--- config.mk ---
export PLATFORM = sky130hd
export DESIGN_NAME = multicycle_ctrl
export DESIGN_NICKNAME = d
export VERILOG_FILES = /design/src/rtl/multicycle_ctrl.sv
export SDC_FILE = /design/constraint.sdc
export NUM_CORES = 1
export LEC_CHECK = 0
export CAP_MARGIN = 20
export CORE_MARGIN = 4
export CORE_UTILIZATION = 53
export DETAILED_ROUTE_END_ITERATION = 10
export PLACE_DENSITY = 0.85
export RECOVER_POWER = 50
export SLEW_MARGIN = 10
export SYNTH_ARGS = -nofsm -noshare
export SYNTH_HDL_FRONTEND = slang
export SYNTH_SLANG_ARGS = --single-unit
--- constraint.sdc ---
create_clock -name clk -period 5.2 [get_ports clk]
set_clock_uncertainty 0.1 [all_clocks]
set_input_delay 1.04 -clock clk [delete_from_list [all_inputs] [get_ports clk]]
set_output_delay 1.04 -clock clk [all_outputs]
set_load 0.03 [all_outputs]
--- src/rtl/multicycle_ctrl.sv ---
// Purpose: Moore-FSM control unit for a multicycle RV32I subset datapath (drives ALU, muxes, enables).
// Latency: lw 5, sw 4, R/I 4, beq 3, jal 4 cycles; control outputs are registered per state.
// Backpressure: none; the datapath always accepts one control word per cycle, and illegal encodings halt until reset.
module multicycle_ctrl #(
  parameter int CNT_W = 32
) (
  input  logic             clk,
  input  logic             rst,
  input  logic [6:0]       op,
  input  logic [2:0]       funct3,
  input  logic             funct7b5,
  input  logic             zero,
  output logic             pcwrite,
  output logic             adrsrc,
  output logic             memwrite,
  output logic             irwrite,
  output logic             regwrite,
  output logic [1:0]       resultsrc,
  output logic [1:0]       alusrca,
  output logic [1:0]       alusrcb,
  output logic [1:0]       immsrc,
  output logic [2:0]       alucontrol,
  output logic             halted,
  output logic [CNT_W-1:0] instret
);

  localparam logic [6:0] OP_LW   = 7'b0000011;
  localparam logic [6:0] OP_SW   = 7'b0100011;
  localparam logic [6:0] OP_R    = 7'b0110011;
  localparam logic [6:0] OP_I    = 7'b0010011;
  localparam logic [6:0] OP_BEQ  = 7'b1100011;
  localparam logic [6:0] OP_JAL  = 7'b1101111;

  typedef enum logic [3:0] {
    S_RESET, S_FETCH, S_DECODE, S_MEMADR, S_MEMREAD, S_MEMWB, S_MEMWRITE,
    S_EXECR, S_EXECI, S_ALUWB, S_BEQ, S_JAL, S_HALT
  } state_t;

  typedef struct packed {
    logic       pcupdate;
    logic       branch;
    logic       adrsrc;
    logic       memwrite;
    logic       irwrite;
    logic       regwrite;
    logic [1:0] resultsrc;
    logic [1:0] alusrca;
    logic [1:0] alusrcb;
    logic [1:0] aluop;
    logic       halted;
  } ctrl_t;

  state_t           state_q, state_d;
  ctrl_t            ctrl_q, ctrl_d;
  logic [CNT_W-1:0] instret_q, instret_d;
  logic             f3_alu_ok;
  logic             zero_true;

  // Control word asserted while sitting in a given state.
  function automatic ctrl_t ctrl_for(state_t s);
    ctrl_t c;
    c = '0;
    case (s)
      S_FETCH:    begin c.irwrite = 1'b1; c.alusrcb = 2'b10; c.resultsrc = 2'b10; c.pcupdate = 1'b1; end
      S_DECODE:   begin c.alusrca = 2'b01; c.alusrcb = 2'b01; end
      S_MEMADR:   begin c.alusrca = 2'b10; c.alusrcb = 2'b01; end
      S_MEMREAD:  begin c.adrsrc = 1'b1; end
      S_MEMWB:    begin c.resultsrc = 2'b01; c.regwrite = 1'b1; end
      S_MEMWRITE: begin c.adrsrc = 1'b1; c.memwrite = 1'b1; end
      S_EXECR:    begin c.alusrca = 2'b10; c.alusrcb = 2'b00; c.aluop = 2'b10; end
      S_EXECI:    begin c.alusrca = 2'b10; c.alusrcb = 2'b01; c.aluop = 2'b10; end
      S_ALUWB:    begin c.regwrite = 1'b1; end
      S_BEQ:      begin c.alusrca = 2'b10; c.aluop = 2'b01; c.branch = 1'b1; end
      S_JAL:      begin c.alusrca = 2'b01; c.alusrcb = 2'b10; c.pcupdate = 1'b1; end
      S_HALT:     begin c.halted = 1'b1; end
      default:    c = '0;
    endcase
    return c;
  endfunction

  // Next-state selection, the control word for that state, and the retire count.
  always_comb begin
    f3_alu_ok = (funct3 == 3'b000) || (funct3 == 3'b010) ||
                (funct3 == 3'b110) || (funct3 == 3'b111);
    state_d = state_q;
    case (state_q)
      S_RESET:    state_d = S_FETCH;
      S_FETCH:    state_d = S_DECODE;
      S_DECODE: begin
        case (op)
          OP_LW, OP_SW: state_d = S_MEMADR;
          OP_R:   state_d = (f3_alu_ok && !(funct7b5 && funct3 != 3'b000)) ? S_EXECR : S_HALT;
          OP_I:   state_d = f3_alu_ok ? S_EXECI : S_HALT;
          OP_BEQ: state_d = (funct3 == 3'b000) ? S_BEQ : S_HALT;
          OP_JAL: state_d = S_JAL;
          default: state_d = S_HALT;
        endcase
      end
      S_MEMADR:   state_d = op[5] ? S_MEMWRITE : S_MEMREAD;
      S_MEMREAD:  state_d = S_MEMWB;
      S_MEMWB:    state_d = S_FETCH;
      S_MEMWRITE: state_d = S_FETCH;
      S_EXECR:    state_d = S_ALUWB;
      S_EXECI:    state_d = S_ALUWB;
      S_ALUWB:    state_d = S_FETCH;
      S_BEQ:      state_d = S_FETCH;
      S_JAL:      state_d = S_ALUWB;
      S_HALT:     state_d = S_HALT;
      default:    state_d = S_RESET;
    endcase
    ctrl_d = ctrl_for(state_d);
    // Returning to FETCH from anything but RESET means an instruction just completed.
    if (state_d == S_FETCH && state_q != S_RESET) begin
      instret_d = instret_q + {{(CNT_W-1){1'b0}}, 1'b1};
    end else begin
      instret_d = instret_q;
    end
  end

  // State, registered control word and counter; reset aborts any in-flight instruction.
  always_ff @(posedge clk) begin
    if (!rst) begin
      state_q   <= S_RESET;
      ctrl_q    <= '0;
      instret_q <= '0;
    end else begin
      state_q   <= state_d;
      ctrl_q    <= ctrl_d;
      instret_q <= instret_d;
    end
  end

  // ALU op from the registered aluop class; funct fields come straight from the held instruction.
  always_comb begin
    alucontrol = 3'b000;
    case (ctrl_q.aluop)
      2'b01: alucontrol = 3'b001;
      2'b10: begin
        case (funct3)
          3'b000:  alucontrol = (op[5] && funct7b5) ? 3'b001 : 3'b000;
          3'b010:  alucontrol = 3'b101;
          3'b110:  alucontrol = 3'b011;
          3'b111:  alucontrol = 3'b010;
          default: alucontrol = 3'b000;
        endcase
      end
      default: alucontrol = 3'b000;
    endcase
  end

  // Immediate format follows the opcode directly, independent of state.
  always_comb begin
    immsrc = 2'b00;
    case (op)
      OP_SW:   immsrc = 2'b01;
      OP_BEQ:  immsrc = 2'b10;
      OP_JAL:  immsrc = 2'b11;
      default: immsrc = 2'b00;
    endcase
  end

  // A floating or unknown zero flag must never take a branch.
  assign zero_true = (zero === 1'b1);
  assign pcwrite   = ctrl_q.pcupdate | (ctrl_q.branch & zero_true);
  assign adrsrc    = ctrl_q.adrsrc;
  assign memwrite  = ctrl_q.memwrite;
  assign irwrite   = ctrl_q.irwrite;
  assign regwrite  = ctrl_q.regwrite;
  assign resultsrc = ctrl_q.resultsrc;
  assign alusrca   = ctrl_q.alusrca;
  assign alusrcb   = ctrl_q.alusrcb;
  assign halted    = ctrl_q.halted;
  assign instret   = instret_q;

endmodule

# Word level (Yosys, flattened, before mapping)
# Index checks and enable logic that the tools add are counted.
# totals
regBits,51
output_inout_bits,49
word_cells,95
# op_classes
n_addsub,1
n_eq_ne,36
muxes,21
bitwise,2
reduce_logical,22
# op_table
op,n
"4-bit == test, second input constant",10
"32-bit by 1-bit adder with 32-bit output, second input constant",1
"4-bit by 3-bit == test with 1-bit output, second input constant",8
4-bit one-hot mux with 7 select lines,1
4-bit one-hot mux with 5 select lines,1
"4-bit by 2-bit == test with 1-bit output, second input constant",4
2-bit one-hot mux with 2 select lines,4
"7-bit by 6-bit == test with 1-bit output, second input constant",2
"7-bit == test, second input constant",2
3-bit one-hot mux with 4 select lines,1
2-bit OR reduction,6
"4-bit by 1-bit == test with 1-bit output, second input constant",2
1-bit two-way mux,8
"7-bit by 2-bit == test with 1-bit output, second input constant",1
"7-bit by 5-bit == test with 1-bit output, second input constant",1
"3-bit == test, second input constant",2
3-bit two-way mux,2
2-bit one-hot mux with 3 select lines,1
3-bit one-hot mux with 2 select lines,1
3-bit OR reduction,2
5-bit OR reduction,1
1-bit logical AND,4
4-bit logical NOT,1
4-bit two-way mux,1
13 further kinds,15

# Depth between registers and ports, before layout
# logic_depth
ltp_word,11
ltp_mapped,7
mapped_depth_nobuf,6

# Worst setup path before layout
# Ideal clock, no wire load.
# synth_path
path_kind,input-to-output
from,in op[3]
to,out immsrc[0]
t_arrival_ns,2.223
required_time_ns,4.060
setup_slack_ns,1.837
cell_stages,2
cell_sequence,or3_1 -> a211oi_1
# synth_via
elab_chain_len,2
elab_cells_between_ends,4
# synth_rtl
item,line,source
"start, declared",9,"input logic [6:0] op,"
7-bit == test or 7-bit by 6-bit == test with 1-bit output (tied branches),154,case (op)
2-bit one-hot mux with 3 select lines *,154,
"end, declared",21,"output logic [1:0] immsrc,"
# Every way passes the cells marked *; elsewhere a longest branch is shown, timed or not.

# Worst setup path after layout
# Ends and elaborated chain as after synthesis.

==> results.cfg <==
[power_and_ir_drop]
switchingPower_mw = 0.270
power_frac_comb_pct = 24.8
p_int_mw = 0.631
p_per_area_mw_per_mm2 = 275
swShare_pct = 29.9
ir_drop_mv = 0.242
power.share.sequential_pct = 48.5
clock_power_share_pct = 26.8
p_leak_nw = 1.30

[detailed_routing]
routed.top_layer = met4
wl_met2_mm = 2.66
wl_met1_mm = 2.30
wl_mm = 5.29
drt_iter0_drc = 83
wl_per_cell_um = 13.3
viasPerCell = 5.52
drc = 0
num_vias = 2203
drt_pass1_iterations = 4
wl_met3_um = 255
ant_nets = 0

[yosys]
synth_compound_area_share_pct = 11.7
ys.flop_type = dfxtp_1
syn_area_per_cell_sq_um = 8.97
synthCells = 286
synthesis.area_sq_mm = 0.00257
synth_top_family_by_area = simple AND/OR/NAND/NOR gates
yosysTopAreaCell = dfxtp_1
async_reset_ff_share_pct = 0
ys_types = 47
synth_top_area_share_pct = 39.8
seq_area_frac_synth_pct = 39.8
synth-edff-count = 0
synth_simple_gate_area_share_pct = 32.5
muxShareOfSynthArea_pct = 0.439
syn-num-nets = 303
synth_xor_area_share_pct = 9.56
synth-seq-cells = 51
yosysWarnings = 0
synth_fa_ha_area_share_pct = 1.46
synth_area_leaders = dfxtp_1, and2_1, xor2_1

[sta]
setup-tns-final_ns = 0
tightest_slew_ns = 0.765
report.final.hold_viol_count = 0
fmax_ghz = 0.248
min_period_ns = 4.04
timing.final.crit_share_pct = 77.7
slew_violations = 0
rsz0062_at_grt = no
relSlewSlack_pct = 49.0
setup_violations = 0

[finish]
num-nets-final = 361
diodes = 0
drive_gt1_share_pct = 5.51
fill_cells = 401
area_growth_pct = 27.8
regArea_sq_mm = 0.00102
finish.utilization_pct = 69.9
multiInputGateArea_sq_mm = 0.00143

[grt]
grt_pass1_wl_mm = 9.07
grt_pass1_vias = 2116
antenna_found_initial = 0
overflow = 0
grt_max_degree = 41
track_usage_pct = 18.4

[critical_path]
cp_max_fo = 5
criticalPathCategory = input port to output pin
worstPathRequired_ns = 4.06
cp-end-kind = output pin
arrival_ns = 2.90
cp-start-kind = input port

[die]
io_pins = 63
die_x_um = 77.6
dieHeight_um = 77.6
core_sq_mm = 0.00469
start_util_pct = 54.7
rows = 25
die_area_sq_mm = 0.00602

[cts]
cts.repair.resized = 0
cts.sink_count = 51
cts_buffer_depth = 2
hold_buffers = 0
clock_latency_ns = 0.30
postCtsSetupRepairBufs = 0
clkTransAtPathRegs_ns = 0.08
root_buffer = clkbuf_8
numCtsBuffers = 5
cts_tree = built
htreeDepth = 2

[flow_run]
drv_cap = 0

[placed_design]
gp_congestion = 0.821
hpwl_mm = 3.97
port_buffers = 62

[worst_hold_path]
hp-class = register to register

[status]
status = completed
## sequential cells by signal, summed over array words and instances (netlist names)
register   flops
instret       32
ctrl_q         4
state_q        4
alusrca        2
alusrcb        2
resultsrc      2
adrsrc         1
halted         1
irwrite        1
memwrite       1
regwrite       1
## cell usage after synthesis, drive strengths merged, types with 2 or more instances
library cell	number
a21o	3
o31ai	2
a211oi	5
nor4	3
o2111a	3
nand3b	2
o21ai	9
or3	6
and3	3
nor3	8
nor2	18
nand2b	5
and4	4
xnor2	13
a21boi	6
nand3	9
nor4b	3
nand2	27
a21oi	7
clkbuf	5
and2	29
ha	3
or2	4
inv	8
xor2	15
dfxtp	51
and4b	2
nor3b	2
nor2b	6
nand4	7
buf	8
o211ai	2
## layout by cell type (no fill, tap or decap), types with 8 or more instances in the layout
cell / count
and2_0: 10
and2_1: 19
clkdlybuf4s50_1: 43
dfxtp_1: 51
dlygate4sd3_1: 19
inv_1: 8
nand2_1: 27
nand3_1: 9
nor2_1: 18
o21ai_0: 9
xnor2_1: 13
xor2_1: 15
## stage by stage
stage          worst slack (ns)  total power [mW]  hold slack (ns)  area [sq um]  std cells
6_report                   1.16             0.901            0.441          3280        399
5_1_grt                    1.06             0.950            0.488          3280        399
4_1_cts                    1.15             0.920            0.447          3280        398
3_5_place_dp               1.16             0.675            0.434          3180        390
3_3_place_gp               1.22             0.671            0.411          3180        390
2_1_floorplan              1.84             0.607            0.503          2570        286
## layout make-up
type,instances,area share [%]
sequential,51,31.1
inverter,8,0.916
clock buffer,8,3.05
tap,54,2.06
timing repair buffer,64,19.3
multi-input combinational,214,43.6
## kinds of logic after synthesis
family | count (synthesis)
muxes | 1
adders and majority gates | 3
buffers and inverters | 21
AOI/OAI and AO/OA | 43
xor gates and xnor gates | 28
and+or+nand+nor | 139
DFF | 51
## path summary, 6_finish.rpt
path,startpoint,endpoint,slack [ns],depth (start not counted)
max,op[3],immsrc[0],1.16,4
min,instret[6]$_SDFFE_PN0P_,instret[6]$_SDFFE_PN0P_,0.44,2
max reg2reg,state_q[1]$_SDFF_PN0_,instret[31]$_SDFFE_PN0P_,2.95,6
min reg2reg,instret[6]$_SDFFE_PN0P_,instret[6]$_SDFFE_PN0P_,0.44,2
## power groups by stage
stage,combinational [mW],clock (mW),sequential [mW]
2_1_floorplan,0.149,0,0.457
3_3_place_gp,0.226,0,0.445
3_5_place_dp,0.228,0,0.447
4_1_cts,0.231,0.252,0.438
5_1_grt,0.243,0.266,0.441
6_report,0.223,0.241,0.437
## metal layers
layer  global-route usage [%]  vias up
met1                     20.4     1049
li1                         -     1107
met3                     5.57        6
met5                        0        -
met2                     32.5       41
met4                     7.47        0
## worst max-delay path, stage by stage
cell and delay [ns]:
clkdlybuf4s50_1 0.46, or3_1 0.45, a211oi_1 0.23, clkdlybuf4s50_1 0.71
Power figures use the tool's default switching activity.
==> RTL edit (config.mk and constraints unchanged) <==
`CNT_W`: 32 -> 64.
--- a/src/rtl/multicycle_ctrl.sv
+++ b/src/rtl/multicycle_ctrl.sv
@@ -2,7 +2,7 @@
 // Latency: lw 5, sw 4, R/I 4, beq 3, jal 4 cycles; control outputs are registered per state.
 // Backpressure: none; the datapath always accepts one control word per cycle, and illegal encodings halt until reset.
 module multicycle_ctrl #(
-  parameter int CNT_W = 32
+  parameter int CNT_W = 64
 ) (
   input  logic             clk,
   input  logic             rst,
Ports: changed (resized instret); port bits go from 63 to 95. The function was not compared with the original's and may differ.
==> RTL edit against the original RTL <==
  * The run now ends with max-capacitance violations, max-slew violations left
  * First-iteration DRC count up 77%
  * Cell area up 67%
  * Register-to-register slack worse by 0.61 ns
  * Utilization fell by 0.30 points
  * Synthesized area up 71%
  * Combinational power fell by 56%
  * Setup slack better by 0.059 ns
  * Wire length rose by 87%
  * Total power rose by 32%
  * Sequential cell count grew 30
  * Sequential share of layout area is 1.6 points lower
  * Largest cell class unchanged
  * Largest power group unchanged
==> RTL edit: results (changes against the original RTL) <==
• finished, violations left — outcome
• max-capacitance violations, max-slew violations — failing checks
• 3588 — via count of the first global-routing pass, +70%
• 9.88 mm — total wirelength of the detailed-routed design, +87%
• state_q[2] — source of the worst register-to-register timing path
• 7.09 mm — total half-perimeter wirelength after legalization and detailed placement, +79%
• 1.24 ns — worst setup timing slack at the placement stage, +0.0877 ns
• 597 — # fillers, +49%
• instret[41] — worst flop-to-flop path endpoint
• 0.36 ns — Worst-Skew Late Latency, +0.06 ns
• 1 — Maximum Capacitance Violations, +1
• 64 — number of flip-flops under the largest register name, +100%
• 458 µW — Clk. pwr, +90%
• 75 — count of final max-slew check failures, +75
• 3 — CTS H-tree lvls, +1
• 5.49 — per-cell via count in the routed design, -0.60%
• 290 µW — switching power summed over all nets, +7.7%
• 75 — maximum number of pins on one net before global-route repair, +83%
• 94 — count of port buffers added during placement, +52%
• 8.57% — layout cells sized above 1, +3.1 points
• 0.000176 V — IR Drop Worst-Case VDD, -27%
• 9 — Num CTS Buffers, +4
• dfxtp_1 37%, and2_1 8.4%, xor2_1 8.2% — cell types occupying the most area after synthesis
• 25.3% — Layout Area Growth over Synthesis
• 81 x dfxtp_1, 59 x and2_1, 41 x xor2_1 — top cells by instance count after synthesis
• 98.9 µW — power in combinational cells, -56%
• 0.425 ns — Min Hold Slack, -0.0160 ns
• 9 — maximum fanout count along the critical path, +4
• 20.5% — global-route total usage across every layer, +2.1 points
• 902 µW — Pint, +43%
==> RTL edit: cells by family (layout without fill, tap and decap cells) <==
family                   count (synthesis)  in the layout  share of synthesized area (%)
flip-flops                              81             81                           37.0
buffers and inverters                   44            129                           5.06
adder cells (fa/ha/maj)                  3              3                          0.857
AND/OR/NAND/NOR                        256            256                           38.2
XOR/XNOR                                62             62                           12.6
AO/OA/AOI/OAI                           41             41                           6.26
==> RTL edit: worst max-delay path by stage <==
stage	startpoint	end	slack, ns	cells past startpoint
floorplan	funct3[2]	alucontrol[2]	2.02	1
global placement	op[5]	alucontrol[0]	1.27	6
detailed placement	op[5]	alucontrol[0]	1.24	6
CTS	op[5]	immsrc[0]	1.23	4
global route	op[5]	immsrc[0]	1.09	4
finish	op[5]	immsrc[0]	1.22	4
==> RTL edit: area by class of cell <==
type	count	share of cell area (%)
tap	102	2.33
inverter	19	1.30
sequential	81	29.5
multi-input combinational	362	46.2
timing repair buffer	94	17.0
clock buffer	11	2.58
clock inverter	5	1.00
==> RTL edit: metal layers <==
layer / share of wire (%) / vias up / wire length [µm] / track usage (%)
met4: 1.9 / 0 / 190 / 7.67
met1: 42 / 1738 / 4190 / 24.8
met5: 0 / - / 0 / 0
met3: 6.1 / 19 / 599 / 5.52
met2: 50 / 113 / 4900 / 34.9
li1: - / 1829 / - / -
==> RTL edit: worst max-delay path: stages <==
cell,delay [ns]
clkdlybuf4s50_1,0.64
nand4b_1,0.26
a21oi_1,0.20
clkdlybuf4s50_1,0.70
